<file path="config.mk">
export PLATFORM = sky130hd
export DESIGN_NAME = cbc_ctrl
export DESIGN_NICKNAME = d
export VERILOG_FILES = /design/src/rtl/cbc_ctrl.sv
export SDC_FILE = /design/constraint.sdc
export NUM_CORES = 1
export LEC_CHECK = 0
export CORE_AREA = 2 2 309 311
export CTS_CLUSTER_DIAMETER = 150
export DETAILED_ROUTE_END_ITERATION = 8
export DIE_AREA = 0 0 311 313
export PLACE_DENSITY = 0.56
export SLEW_MARGIN = 40
export SYNTH_ARGS = -nofsm -noshare
export SYNTH_HDL_FRONTEND = slang
export SYNTH_SLANG_ARGS = --single-unit
export TNS_END_PERCENT = 1
</file>
<file path="constraint.sdc">
create_clock -name clk -period 2 [get_ports clk]
set_input_delay 0.4 -clock clk [delete_from_list [all_inputs] [get_ports clk]]
set_output_delay 0.4 -clock clk [all_outputs]
set_load 0.1 [all_outputs]
</file>
<file path="src/rtl/cbc_ctrl.sv">
// -----------------------------------------------------------------------------
// cbc_ctrl
//   Runs a shared AES block core in CBC mode over a multi-block message.
//   A message is configured once (direction, IV, block count). Blocks are then
//   pulled one at a time, sent to the core, chained, and pushed out. Only one
//   block is in flight at a time.
//
//   Encrypt: core_in  = in_data ^ iv,   out = core_out,      iv' = core_out
//   Decrypt: core_in  = in_data,        out = core_out ^ iv, iv' = in_data
//
// Ports
//   clk, reset          system clock, synchronous active-high reset
//   cfg_valid/ready     message configuration handshake (ready only in IDLE)
//   cfg_encrypt         1 = CBC encrypt, 0 = CBC decrypt
//   cfg_iv              initial chaining value
//   cfg_nblocks         number of blocks in the message (0 is dropped)
//   in_valid/ready      input block handshake, in_data carries the block
//   core_start          one-cycle start pulse to the AES core
//   core_encrypt        direction to the core, stable for the whole message
//   core_in             registered block presented to the core
//   core_done/core_out  one-cycle core completion and its result
//   out_valid/ready     output block handshake, out_data carries the block
//   iv_out              current chaining IV (final IV once back in IDLE)
//   busy                high whenever a message is in progress
// -----------------------------------------------------------------------------
module cbc_ctrl #(
  parameter int BLK_W = 128,
  parameter int CNT_W = 16
) (
  input  logic             clk,
  input  logic             reset,
  // configuration
  input  logic             cfg_valid,
  output logic             cfg_ready,
  input  logic             cfg_encrypt,
  input  logic [BLK_W-1:0] cfg_iv,
  input  logic [CNT_W-1:0] cfg_nblocks,
  // input block stream
  input  logic             in_valid,
  output logic             in_ready,
  input  logic [BLK_W-1:0] in_data,
  // AES core
  output logic             core_start,
  output logic             core_encrypt,
  output logic [BLK_W-1:0] core_in,
  input  logic             core_done,
  input  logic [BLK_W-1:0] core_out,
  // output block stream
  output logic             out_valid,
  input  logic             out_ready,
  output logic [BLK_W-1:0] out_data,
  // status
  output logic [BLK_W-1:0] iv_out,
  output logic             busy
);

  typedef enum logic [2:0] {
    S_IDLE,
    S_WAIT_IN,
    S_START,
    S_WAIT_CORE,
    S_OUTPUT
  } state_t;

  state_t           state;
  logic [CNT_W-1:0] remaining;
  // Input block of the current operation; becomes the next IV when decrypting.
  logic [BLK_W-1:0] prev_in;

  // Every output is a register updated alongside the state, so the handshake
  // flags always agree with the state they describe.
  always_ff @(posedge clk) begin
    if (reset) begin
      // NOTE: the datapath registers are reset too, not just the control
      // state: the block must come out of reset with every output at zero and
      // must not leak the IV or data of an aborted message.
      state        <= S_IDLE;
      cfg_ready    <= 1'b1;
      in_ready     <= 1'b0;
      core_start   <= 1'b0;
      core_encrypt <= 1'b0;
      core_in      <= '0;
      out_valid    <= 1'b0;
      out_data     <= '0;
      iv_out       <= '0;
      busy         <= 1'b0;
      remaining    <= '0;
      prev_in      <= '0;
    end else begin
      // NOTE: non-blocking assignments throughout, so every register samples
      // the pre-edge values and the order of the statements below is
      // irrelevant to the result.
      case (state)
        S_IDLE: begin
          // A zero-length message still completes the handshake but is
          // otherwise dropped; iv_out keeps the previous message's final IV.
          if (cfg_valid && (cfg_nblocks != '0)) begin
            core_encrypt <= cfg_encrypt;
            iv_out       <= cfg_iv;
            remaining    <= cfg_nblocks;
            cfg_ready    <= 1'b0;
            busy         <= 1'b1;
            in_ready     <= 1'b1;
            state        <= S_WAIT_IN;
          end
        end

        S_WAIT_IN: begin
          if (in_valid) begin
            prev_in    <= in_data;
            core_in    <= core_encrypt ? (in_data ^ iv_out) : in_data;
            in_ready   <= 1'b0;
            core_start <= 1'b1;
            state      <= S_START;
          end
        end

        S_START: begin
          // core_done is not looked at here: a completion in the same cycle
          // as the start pulse cannot belong to this operation.
          core_start <= 1'b0;
          state      <= S_WAIT_CORE;
        end

        S_WAIT_CORE: begin
          if (core_done) begin
            if (core_encrypt) begin
              out_data <= core_out;
              iv_out   <= core_out;
            end else begin
              out_data <= core_out ^ iv_out;
              iv_out   <= prev_in;
            end
            out_valid <= 1'b1;
            state     <= S_OUTPUT;
          end
        end

        S_OUTPUT: begin
          if (out_ready) begin
            out_valid <= 1'b0;
            remaining <= remaining - 1'b1;
            if (remaining == CNT_W'(1)) begin
              cfg_ready <= 1'b1;
              busy      <= 1'b0;
              state     <= S_IDLE;
            end else begin
              in_ready  <= 1'b1;
              state     <= S_WAIT_IN;
            end
          end
        end

        default: begin
          cfg_ready  <= 1'b1;
          in_ready   <= 1'b0;
          core_start <= 1'b0;
          out_valid  <= 1'b0;
          busy       <= 1'b0;
          state      <= S_IDLE;
        end
      endcase
    end
  end

endmodule

</file>
==> results of run 1 <==
[logic make-up (layout without fill, tap and decap cells)]
family	Yosys count	count (layout)	share of synthesized area
compound gates	713	713	0.1879
xor+xnor	256	256	0.09072
fa+ha+maj	2	2	0.001012
buf+inv	261	1082	0.04764
flops	537	537	0.4350
mux	130	130	0.05265
other cells	0	17	0
simple gates	1106	1106	0.1851
[layout by cell type, fill, tap and decap left out, types with 130 or more instances in the layout]
master / n
a211oi_1: 263
a21oi_1: 278
buf_4: 471
clkdlybuf4s50_1: 405
dfxtp_1: 533
mux2i_1: 130
nand2_1: 661
nor2_1: 275
nor2b_1: 131
[area by class of cell]
cell class / instances / share of cell area
timing repair buffer: 953 / 0.2497
sequential: 537 / 0.2938
inverter: 6 / 0.0006150
clock inverter: 17 / 0.005467
clock buffer: 106 / 0.05566
antenna: 17 / 0.001162
tap: 1265 / 0.04322
multi-input combinational: 2207 / 0.3504
[registers in the layout (all words and copies together), names as in the netlist]
signal        flops
core_encrypt      1
core_start        1
out_data        128
core_in         128
in_ready          1
state             3
iv_out          128
cfg_ready         1
out_valid         1
prev_in         128
busy              1
remaining        16
[power breakdown]
part | switching, mW | internal, mW | total [mW]
Combinational | 6.23 | 2.98 | 9.20
Clock | 4.99 | 7.42 | 12.4
Sequential | 0.595 | 11.4 | 12.0
[per-stage QoR]
stage	instance area, um2	instances
floorplan	24720	3005
global placement	34190	4964
detailed placement	34190	4964
CTS	36430	5086
global route	36620	5108
finish	36620	5108
[worst min-delay path by stage]
stage / startpoint / end / slack [ps] / cells past startpoint
after floorplan: prev_in[0]$_SDFFE_PP0P_ / prev_in[0]$_SDFFE_PP0P_ / 440 / 2
after global placement: prev_in[125]$_SDFFE_PP0P_ / prev_in[125]$_SDFFE_PP0P_ / 440 / 2
after detailed placement: prev_in[39]$_SDFFE_PP0P_ / prev_in[39]$_SDFFE_PP0P_ / 440 / 2
after CTS: reset / prev_in[2]$_SDFFE_PP0P_ / 130 / 2
after global routing: reset / prev_in[2]$_SDFFE_PP0P_ / 180 / 2
final: reset / prev_in[2]$_SDFFE_PP0P_ / 200 / 2
[worst max-delay path: stages, from the launching register on]
cell and delay (ps):
dfxtp_2 350, and3b_4 380, and2_4 240, o21bai_4 170, buf_12 150, clkbuf_16 250
o211ai_1 120, a21oi_1 170
[synthesized netlist by cell type (all sizes together), types with 2 or more instances]
library cell and n:
ha 2, a22o 2, nand2 662, or2 2
clkbuf 132, a22oi 2, nor2b 131, nand4 3
o211ai 128, inv 6, o21ai 19, xor2 128
nor4 6, o22ai 3, nor3 10, nor3b 2
and4 2, nand3 4, a31o 4, dfxtp 537
buf 123, mux2i 130, xnor2 128, nor2 276
a211oi 263, a21oi 278, and2 2, a31oi 3
[per-layer routing]
metal  share of wire  track usage  vias to the layer above
li1                -            -                    11830
met2            0.48       0.3288                      724
met5         0.00072            0                        -
met4           0.031      0.08256                       12
met1            0.41       0.2364                    11080
met3           0.074      0.06100                      147
[timing repair]
item                       in CTS  in global routing
setup endpoints to repair      41                 83
gates resized for setup         3                 12
cloned                          0                  3
hold buffers                    0                  0
setup buffers                   0                  2
pin swaps                       0                  4
==> impl_metrics.yaml, run 1 <==
drt:
  initialDrtViolationCount: 1333
  via_count: 23790
  ant_nets: 0
  firstDrtPassIters: 5
  post_drt_wl_per_cell_um: 19.97
  avgViaCountPerCell: 4.657
  drcViolationCount: 0
  routed_wl_um: 102000
yosys:
  ys_seq_area_frac: 0.4350
  syn_nets: 3414
  ys_ff_latch: 537
  syn_inst: 3005
  synth_top_cell_by_area: "dfxtp_1"
  synth.area.top_cells: "dfxtp_1, nand2_1, a211oi_1"
  synthesis.area_um2: 24710
  ys_warn_count: 0
  synth-main-ff-cell: "dfxtp_1"
  async_reset_ff_frac: 0
  synth_edf_count: 0
  yosysTopAreaCellShare: 0.4350
  yosysUniqueCellTypes: 53
  avgSynthCellArea_um2: 8.225
floorplanning:
  io-pin-count: 797
  rows: 113
  die_area_um2: 97340
  dieHeight_um: 313
  initial_utilization: 0.2625
  core_um2: 94160
  die-width_um: 311
critical_path:
  r2r_end: "iv_out[55]$_SDFFE_PP0P_"
  startpoint: "state[2]$_SDFFE_PP0P_"
  worst_setup_path_start_kind: "flip-flop"
  critPathKind: "flip-flop to flip-flop"
  ff2ff_path_depth: 7
  arrival_ps: 2460
  cp_data_required_time_ps: 2540
  cp-endpoint: "iv_out[55]$_SDFFE_PP0P_"
  r2r-start: "state[2]$_SDFFE_PP0P_"
  path_max_fanout: 30
  endpoint_kind: "flip-flop"
  rrSetupSlack_ps: 70
clock_tree:
  cts_buffer_depth: 3
  htree_levels: 3
  clkSlewWorstSetupHoldPaths_ps: 60
  numCtsBuffers: 68
  cts_root_buf: "clkbuf_16"
  cts_num_sinks: 537
  tritoncts: "yes"
  insertion_delay_ps: 620
sta:
  worst_slack_ps: 74.66
  finalSetupTns_ps: 0
  tightest_slew_ps: 698.5
  fin_crit_sh: 0.9627
  finalSetupViolCount: 0
  rsz0062_at_grt: "true"
  hold_slack_ps: 200.4
  max_clock_freq_ghz: 0.5194
  hold_viol: 0
  slew_headroom: 0.5343
  skew_ps: 24.37
  period_needed_ps: 1925
  maxSlewViolCount: 0
final_layout:
  drive_above_1_share: 0.1756
  fillers: 9769
  layout.nets: 4182
  regArea_um2: 10760
  syn2layout_area_growth_pct: 48.16
  multi_input_area_um2: 12830
  post-route-util: 0.3889
pwr:
  powerDensity_nw_per_um2: 916.7
  total_power_mw: 33.57
  peakVddDrop_mv: 0.6509
  p_leak_nw: 13.04
outcome:
  status: "finished clean"
global_routing:
  grt-ovfl-total: 0
  grt_pass1_vias: 23030
  grt_pass1_wl_um: 147900
  grt.total_usage: 0.1978
  antenna_found_initial: 23
  grt_max_degree: 101
placement:
  placement.io_buffers: 796
  hpwl_um: 75140
  place_congestion: 0.8368
  post-place-ws_ps: -527.1
flow_run:
  drv_cap: 0
min_path:
  hold_path_class: "primary input to flip-flop"
Power figures use the tool's default switching activity.
==> run 2, diff against run 1 <==
- ABC_AREA: unset -> 0
==> results of run 2 <==
The final DEF is identical to that of run 1; final timing and power are the same.
